===== src/rtl/fsm_ring_seq.sv =====
// fsm_ring_seq: parametrised ring sequencer.
// A state register steps around NUM_STATES states, forward or backward,
// when the per-state advance request is present and the minimum dwell has
// elapsed. Supports synchronous load, one-hot decode, a wrap pulse and a
// sticky error flag for illegal loads.
// Optional feature: define FSM_RING_SEQ_LAPCNT_EN to add the laps[7:0]
// wrap counter output (forward wraps count up, backward wraps count down).
//
// Control semantics: there is no valid/ready handshake here. Each rising
// edge takes one action in priority order reset > load > advance > hold;
// en gates advance and dwell counting, adv[i] is only looked at while y==i.
module fsm_ring_seq #(
  parameter int NUM_STATES = 9,
  parameter int SW         = 4,
  parameter int MIN_DWELL  = 0
) (
  input  logic                  clock,
  input  logic                  reset,
  input  logic                  en,
  input  logic [NUM_STATES-1:0] adv,
  input  logic                  dir,
  input  logic                  load,
  input  logic [SW-1:0]         load_val,
  output logic [SW-1:0]         y,
  output logic [NUM_STATES-1:0] onehot,
  output logic                  wrap,
  output logic                  err
`ifdef FSM_RING_SEQ_LAPCNT_EN
  ,
  output logic [7:0]            laps
`endif
);

  // Elaboration-time parameter sanity checks.
  if (NUM_STATES < 2 || NUM_STATES > 16) begin : g_bad_num_states
    $error("fsm_ring_seq: NUM_STATES must be in 2..16");
  end
  if ((2 ** SW) < NUM_STATES) begin : g_bad_sw
    $error("fsm_ring_seq: SW too narrow for NUM_STATES");
  end
  if (MIN_DWELL < 0 || MIN_DWELL > 255) begin : g_bad_dwell
    $error("fsm_ring_seq: MIN_DWELL must be in 0..255");
  end

  localparam int            DW        = (MIN_DWELL > 0) ? $clog2(MIN_DWELL + 1) : 1;
  localparam logic [DW-1:0] DWELL_MAX = DW'(MIN_DWELL);
  localparam logic [SW-1:0] LAST      = SW'(NUM_STATES - 1);

  // Action taken on the coming edge; useful as a probe point for checkers.
  typedef enum logic [1:0] {
    ACT_HOLD = 2'd0,
    ACT_STEP = 2'd1,
    ACT_LOAD = 2'd2,
    ACT_BAD  = 2'd3
  } act_t;

  logic [SW-1:0] st, st_nxt, step_to;
  logic [DW-1:0] dcnt, dcnt_nxt;
  logic          wrap_nxt, err_nxt;
  logic          adv_cur, dwell_ok, crosses;
  act_t          act;

  // Select the advance request belonging to the current state and decode one-hot.
  always_comb begin
    adv_cur = 1'b0;
    onehot  = '0;
    for (int i = 0; i < NUM_STATES; i++) begin
      if (st == SW'(i)) begin
        adv_cur   = adv[i];
        onehot[i] = 1'b1;
      end
    end
  end

  // Neighbour in the chosen direction and whether that step crosses the ring boundary.
  always_comb begin
    if (dir) begin
      step_to = (st == '0) ? LAST : st - 1'b1;
    end else begin
      step_to = (st == LAST) ? '0 : st + 1'b1;
    end
    crosses  = ((st == LAST) && (step_to == '0)) || ((st == '0) && (step_to == LAST));
    // dcnt never exceeds MIN_DWELL, so equality means the dwell is satisfied.
    dwell_ok = (dcnt == DWELL_MAX);
  end

  // Next-state logic: load beats advance beats dwell counting beats hold.
  always_comb begin
    act      = ACT_HOLD;
    st_nxt   = st;
    dcnt_nxt = dcnt;
    wrap_nxt = 1'b0;
    err_nxt  = err;
    if (load) begin
      if (load_val <= LAST) begin
        act      = ACT_LOAD;
        st_nxt   = load_val;
        dcnt_nxt = '0;
      end else begin
        act     = ACT_BAD;
        err_nxt = 1'b1;
      end
    end else if (en) begin
      if (adv_cur && dwell_ok) begin
        act      = ACT_STEP;
        st_nxt   = step_to;
        dcnt_nxt = '0;
        wrap_nxt = crosses;
      end else if (!dwell_ok) begin
        dcnt_nxt = dcnt + 1'b1;
      end
    end
  end

  // State, dwell counter, wrap pulse and sticky error registers.
  always_ff @(posedge clock or posedge reset) begin
    if (reset) begin
      st   <= '0;
      dcnt <= '0;
      wrap <= 1'b0;
      err  <= 1'b0;
    end else begin
      st   <= st_nxt;
      dcnt <= dcnt_nxt;
      wrap <= wrap_nxt;
      err  <= err_nxt;
    end
  end

  assign y = st;

`ifdef FSM_RING_SEQ_LAPCNT_EN
  // Lap counter: forward wraps count up, backward wraps count down, both saturating.
  always_ff @(posedge clock or posedge reset) begin
    if (reset) begin
      laps <= 8'd0;
    end else if (act == ACT_LOAD) begin
      laps <= 8'd0;
    end else if (act == ACT_STEP && wrap_nxt) begin
      if (!dir && laps != 8'hFF) begin
        laps <= laps + 8'd1;
      end else if (dir && laps != 8'h00) begin
        laps <= laps - 8'd1;
      end
    end
  end
`endif

endmodule


===== config.mk =====
export PLATFORM = sky130hd
export DESIGN_NAME = fsm_ring_seq
export DESIGN_NICKNAME = d
export VERILOG_FILES = /design/src/rtl/fsm_ring_seq.sv
export SDC_FILE = /design/constraint.sdc
export NUM_CORES = 1
export LEC_CHECK = 0
export ABC_AREA = 0
export BUFFER_PORTS_ARGS = -buffer_cell sky130_fd_sc_hd__buf_4
export CORE_MARGIN = 8
export CORE_UTILIZATION = 30
export CTS_CLUSTER_SIZE = 16
export DETAILED_ROUTE_END_ITERATION = 8
export PLACE_DENSITY = 0.68
export SLEW_MARGIN = 30
export SYNTH_ARGS = -nofsm -noshare
export SYNTH_HDL_FRONTEND = slang
export SYNTH_SLANG_ARGS = --single-unit

===== constraint.sdc =====
create_clock -name clock -period 1.85 [get_ports clock]
set_input_delay 0.4625 -clock clock [delete_from_list [all_inputs] [get_ports clock]]
set_output_delay 0.4625 -clock clock [all_outputs]
set_load 0.01 [all_outputs]

==> flow_summary_export.csv, run 1 <==
group,metric,value,unit
run,max-cap-violations,0,
route,drtIter0Drc,60,
route,drc_errors,0,
critical_path,critPathArrivalTime,2.14,ns
clock_tree,clk_path_buf_depth,2,
synthesis,synth_area_leader_cell,"dfrtp_1",
timing,fmax,497,MHz
power_and_ir_drop,p_leak,0.589,nW
grt,grt-ovfl-total,0,
route,wl,2720,um
critical_path,cp_slowest_cell,"dfrtp_2",
synthesis,avgSynthCellArea,8.48,um^2
critical_path,cp_num_buf_inv,0,
floorplan,num_rows,18,
synthesis,synth_ff_type,"dfrtp_1",
synthesis,yosys_register_bits,6,
timing,hold_viol,0,
placement,dp_hpwl,2040,um
placement,io_buffers,32,
floorplan,num_io_pins,33,
status,violations,"setup timing",
timing,finalSetupViolCount,7,
synthesis,ys_warn_count,0,
route,vias,845,
route,first_pass_iters,4,
clock_tree,cts.sinks,6,
clock_tree,cts_hold_buffers,0,
cells_and_area,fin_area,1250,um^2
synthesis,synthCells,89,
route,avgRoutedWirePerCell,15.9,um
timing,tightestPinTransition,0.386,ns
timing,rsz0062_at_grt,"true",
clock_tree,htreeDepth,1,
synthesis,netlist_area,754,um^2
timing,setup_ws,-0.164,ns
grt,grt_max_degree,12,
timing,relSlewSlack,0.742,
power_and_ir_drop,ir_drop,701,uV
critical_path,critical_path.max_stage_delay,0.45,ns
timing,finalCritPeriodShare,1.09,
hold_path,hp-class,"primary input to async pin",
placement,dp_worst_setup_slack,-0.196,ns
timing,min_period,2.01,ns
clock_tree,worst_skew_pair.late_latency,0.25,ns
floorplan,dieHeight,66.2,um
status,outcome,"complete, but fails checks",
grt,grt_pass1_wl,4110,um
grt,track_usage,0.120,
synthesis,async_flop_share,1.00,
timing,tns,-0.578,ns
route,ant_nets,0,
clock_tree,clkTransAtPathRegs,0.05,ns
synthesis,synth_edf_count,0,
synthesis,synth_nets,111,
power_and_ir_drop,pwr_density_cell,1510,nW/um^2
floorplan,start_util,0.310,
synthesis,synth.area.top_cells,"dfrtp_1, ha_1, mux2i_1",
floorplan,die-area,4380,um^2
timing,drv_slew,0,
cells_and_area,fin_nets,164,
critical_path,path_max_fanout,4,
clock_tree,cts_tree,"done",
critical_path,worstSetupEndpointType,"register",
floorplan,core,2430,um^2
route,avgViaCountPerCell,4.94,
cells_and_area,final_cells,171,
synthesis,seq_area_frac_synth,0.199,
critical_path,crit_required,1.97,ns
critical_path,critical_path.top_delay_family,"compound AO/OA/AOI/OAI gates",
cells_and_area,final_layout_size_suffix_gt1_frac,0.596,
placement,dpl_cell_area,1100,um^2
power_and_ir_drop,total_power,1.89,mW
placement,gp_congestion,0.841,
cells_and_area,antenna_cells,0,
grt,antenna_found_initial,0,
floorplan,die_x,66.2,um
timing,fin_worst_skew,0.00717,ns
grt,grt_pass1_vias,852,
cells_and_area,syn2layout_area_growth,66.2,%
critical_path,path_cells,"ha_4 -> nor2b_4 -> o41ai_2 -> o311ai_1 -> nor2_2 -> o31ai_4 -> mux2_4",
placement,dpl.cell_count,160,
synthesis,synth_top_area_frac,0.199,
synthesis,synth.distinct_cells,40,
clock_tree,cts-root-buf,"clkbuf_4",
clock_tree,cts_buffers,3,
critical_path,worstSetupPathType,"register to register",
critical_path,cp-start-kind,"register",
## worst paths after layout
| path | end | from | cells past startpoint | slack, ns |
|---|---|---|---|---|
| worst max-delay path | y[2]$_DFFE_PP0P_ | y[1]$_DFFE_PP0P_ | 7 | -0.16 |
| max in group asynchronous | y[1]$_DFFE_PP0P_ | reset | 2 | 1.49 |
| worst max register to register | y[2]$_DFFE_PP0P_ | y[1]$_DFFE_PP0P_ | 7 | -0.16 |
| min in group clock | err$_DFFE_PP0P_ | err$_DFFE_PP0P_ | 1 | 0.47 |
| worst min-delay path | wrap$_DFF_PP0_ | reset | 2 | 0.14 |
| worst min register to register | err$_DFFE_PP0P_ | err$_DFFE_PP0P_ | 1 | 0.47 |
## flip-flops by register name, indices dropped and copies added, names as in the netlist
signal / cells
err: 1
wrap: 1
y: 4
## cells by family after synthesis
| family | after synthesis | synth area share |
|---|---|---|
| compound gates | 26 | 0.279 |
| xor+xnor | 1 | 0.0116 |
| fa+ha+maj | 4 | 0.0663 |
| buf+inv | 12 | 0.0995 |
| flops | 6 | 0.199 |
| mux | 5 | 0.0730 |
| simple gates | 35 | 0.272 |
## where the power goes
group / total [mW] / internal [mW] / leakage, nW / switching, mW
Combinational: 1.47 / 0.791 / 0.505 / 0.678
Sequential: 0.286 / 0.181 / 0.0683 / 0.105
Clock: 0.134 / 0.0820 / 0.0150 / 0.0522
Total: 1.89 / 1.05 / 0.589 / 0.836
## layout make-up
class | instances | area [um^2]
tap | 30 | 37.5
multi-input combinational | 71 | 593
fill | 242 | 1180
inverter | 6 | 27.5
clock buffer | 4 | 26.3
sequential | 6 | 153
timing repair buffer | 54 | 417
## placed cells by master, fill, tap and decap left out, types with 3 or more instances in the layout
cell type / synthesis / layout
and2_2: 4 / 4
inv_1: 6 / 4
buf_6: 2 / 3
nor2b_4: 1 / 3
a21oi_1: 6 / 5
dfrtp_1: 6 / 4
buf_4: 1 / 51
nand2_1: 8 / 8
o21ai_0: 6 / 5
nor2_1: 4 / 3
nand3b_1: 3 / 3
clkbuf_4: 0 / 3
mux2i_1: 4 / 4
and2_1: 4 / 3
## metrics by stage
stage / hold slack [ns] / util
after floorplan: 0.253 / -
after global placement: 0.405 / 0.454
after detailed placement: 0.407 / 0.454
after CTS: 0.136 / 0.490
after global routing: 0.139 / 0.515
final: 0.135 / 0.515
## cell usage after synthesis (2+ instances only)
| master | instances |
|---|---|
| and2_2 | 4 |
| o21ai_0 | 6 |
| nand3b_1 | 3 |
| inv_1 | 6 |
| dfrtp_1 | 6 |
| buf_6 | 2 |
| nor2b_1 | 3 |
| a21oi_1 | 6 |
| and2_1 | 4 |
| nand2_1 | 8 |
| ha_1 | 4 |
| nor2_1 | 4 |
| nand2b_1 | 2 |
| a22oi_1 | 2 |
| mux2i_1 | 4 |
## routing by layer
layer | GRT usage | vias up | part of all wire
li1 | - | 421 | -
met1 | 0.141 | 383 | 0.43
met2 | 0.206 | 39 | 0.49
met5 | 0 | - | 0
met3 | 0.0237 | 2 | 0.076
met4 | 0.0480 | 0 | 0.0033
## repair_timing
item,CTS,global route
hold endpoints to repair,0,0
pin swaps,7,7
gates resized for setup,10,7
setup buffers,3,4
endpoints found under the setup margin,6,12
Note: power is estimated with default switching activity, not from simulation.
==> inputs of run 2 (changes only) <==
--- a/config.mk
+++ b/config.mk
@@ -7,7 +7,7 @@
 export LEC_CHECK = 0
 export ABC_AREA = 0
 export BUFFER_PORTS_ARGS = -buffer_cell sky130_fd_sc_hd__buf_4
-export CORE_MARGIN = 8
+export CORE_MARGIN = 5
 export CORE_UTILIZATION = 30
 export CTS_CLUSTER_SIZE = 16
 export DETAILED_ROUTE_END_ITERATION = 8
==> flow_summary_export.csv, run 2 (synthesis gave the netlist of run 1 again) <==
group,metric,value,unit
critical_path,r2r-start,"y[1]$_DFFE_PP0P_",
grt,grt_pass1_vias,868,
timing,fmax,503,MHz
timing,finalSetupViolCount,7,
route,ant_nets,0,
timing,drv_slew,0,
cells_and_area,final_common_cell,"buf_4",
timing,hold_viol,0,
timing,setup_ws,-0.138,ns
run,max-cap-violations,0,
placement,io_buffers,32,
power_and_ir_drop,p_switching,0.909,mW
clock_tree,cts-root-buf,"clkbuf_4",
critical_path,r2r_cells,8,
power_and_ir_drop,ir_drop,789,uV
floorplan,core,2430,um^2
power_and_ir_drop,p_int,1.13,mW
floorplan,num_io_pins,33,
power_and_ir_drop,swShare,0.446,
critical_path,critical_path.max_stage_delay,0.42,ns
status,outcome,"complete, but fails checks",
power_and_ir_drop,p_comb_frac,0.797,
timing,tns,-0.550,ns
clock_tree,cts.sinks,6,
critical_path,worstSetupPathType,"register to register",
timing,relSlewSlack,0.735,
grt,grt-ovfl-total,0,
route,drtIter0Drc,20,
clock_tree,cts_hold_buffers,0,
critical_path,worstSetupEndpointType,"register",
route,avgViaCountPerCell,5.23,
floorplan,num_rows,18,
critical_path,rrSetupSlack,-0.14,ns
timing,finalCritPeriodShare,1.07,
critical_path,path_max_fanout,5,
route,avgRoutedWirePerCell,14.8,um
clock_tree,cts_tree,"done",
critical_path,cp_slowest_cell,"dfrtp_2",
clock_tree,cts_buffers,3,
clock_tree,htreeDepth,1,
grt,antenna_found_initial,0,
placement,dpl_cell_area,1100,um^2
critical_path,path_cells,"inv_4 -> ha_4 -> nor2b_4 -> o41ai_4 -> o311ai_4 -> nor2_4 -> o31ai_4 -> mux2_4",
critical_path,crit_required,1.98,ns
power_and_ir_drop,p_leak,0.598,nW
clock_tree,worst_skew_pair.late_latency,0.25,ns
timing,rsz0062_at_grt,"true",
placement,gp_congestion,0.816,
power_and_ir_drop,clockPowerShare,0.066,
route,vias,895,
cells_and_area,final_layout_size_suffix_gt1_frac,0.624,
timing,tightestPinTransition,0.397,ns
cells_and_area,final_cells,171,
critical_path,r2r-end,"y[2]$_DFFE_PP0P_",
clock_tree,clkTransAtPathRegs,0.05,ns
grt,grt_max_degree,12,
critical_path,cp-start-kind,"register",
cells_and_area,fin_area,1320,um^2
grt,grt_pass1_wl,3880,um
power_and_ir_drop,sequentialPowerShare,0.137,
route,drc_errors,0,
floorplan,die-area,3620,um^2
power_and_ir_drop,pwr_density_cell,1540,nW/um^2
cells_and_area,syn2layout_area_growth,75.3,%
clock_tree,clk_path_buf_depth,2,
hold_path,hp-class,"primary input to async pin",
placement,dpl.cell_count,160,
cells_and_area,fin_nets,164,
timing,min_period,1.99,ns
cells_and_area,antenna_cells,0,
route,wl,2520,um
cells_and_area,largest_reg_flops,4,
route,first_pass_iters,5,
timing,fin_worst_skew,0.00553,ns
floorplan,start_util,0.310,
floorplan,dieHeight,60.2,um
critical_path,critPathArrivalTime,2.12,ns
floorplan,die_x,60.2,um
status,violations,"setup timing",
placement,dp_hpwl,1850,um
grt,track_usage,0.141,
cells_and_area,layout_common_cells,"buf_4, buf_6, nand2_1",
[run 2: area by class of cell]
type / count / area, um^2
fillers: 227 / 1110
multi-input cells: 71 / 642
repair buffers: 54 / 439
flip-flops and latches: 6 / 153
well taps: 30 / 37.5
clock buffers: 4 / 26.3
inverters: 6 / 25.0
[run 2: metal layers]
metal  global-route usage  vias to the layer above  part of all wire
li1                     -                      420                 -
met1                0.162                      409              0.39
met2                0.258                       53              0.49
met3               0.0194                       13             0.093
met4               0.0538                        0             0.026
met5                    0                        -                 0
[run 2: how the worst max path moves through the flow]
stage                             endpoint             start  depth (start not counted)
after floorplan           y[2]$_DFFE_PP0P_  y[0]$_DFFE_PP0P_                          8
after global placement    y[2]$_DFFE_PP0P_  y[0]$_DFFE_PP0P_                          8
after detailed placement  y[0]$_DFFE_PP0P_  y[1]$_DFFE_PP0P_                          9
after CTS                 y[2]$_DFFE_PP0P_  y[1]$_DFFE_PP0P_                          8
after global routing      y[3]$_DFFE_PP0P_  y[1]$_DFFE_PP0P_                          9
final                     y[2]$_DFFE_PP0P_  y[1]$_DFFE_PP0P_                          8
[run 2: through the flow]
step | hold WS, ns | power (mW) | utilization | setup WS, ns
2_1_floorplan | 0.253 | 0.986 | - | -0.124
3_3_place_gp | 0.403 | 1.45 | 0.454 | -0.106
3_5_place_dp | 0.409 | 1.48 | 0.454 | -0.149
4_1_cts | 0.140 | 1.85 | 0.510 | -0.137
5_1_grt | 0.155 | 2.18 | 0.544 | -0.220
6_report | 0.128 | 2.04 | 0.544 | -0.138
[run 2: power by group through the flow]
| stage | registers [mW] | logic (mW) | clock network, mW |
|---|---|---|---|
| after floorplan | 0.261 | 0.725 | 0 |
| after global placement | 0.254 | 1.20 | 0 |
| after detailed placement | 0.255 | 1.23 | 0 |
| after CTS | 0.258 | 1.45 | 0.135 |
| after global routing | 0.289 | 1.75 | 0.139 |
| final | 0.279 | 1.62 | 0.134 |
[run 2: worst max-delay path: cells and delay by family, from the launching register on]
| family | cells | cell delay, ns |
|---|---|---|
| muxes | 1 | 0.31 |
| and+or+nand+nor | 2 | 0.28 |
| AOI/OAI and AO/OA | 3 | 0.61 |
| buffers and inverters | 1 | 0.06 |
| adders and majority gates | 1 | 0.17 |
| DFF | 1 | 0.42 |
[run 2: repair_timing]
item                       in CTS  in global routing
buffers inserted                5                  2
pin swaps                       8                  5
hold endpoints to repair        0                  0
setup endpoints to repair       6                 12
resized for setup              18                 12
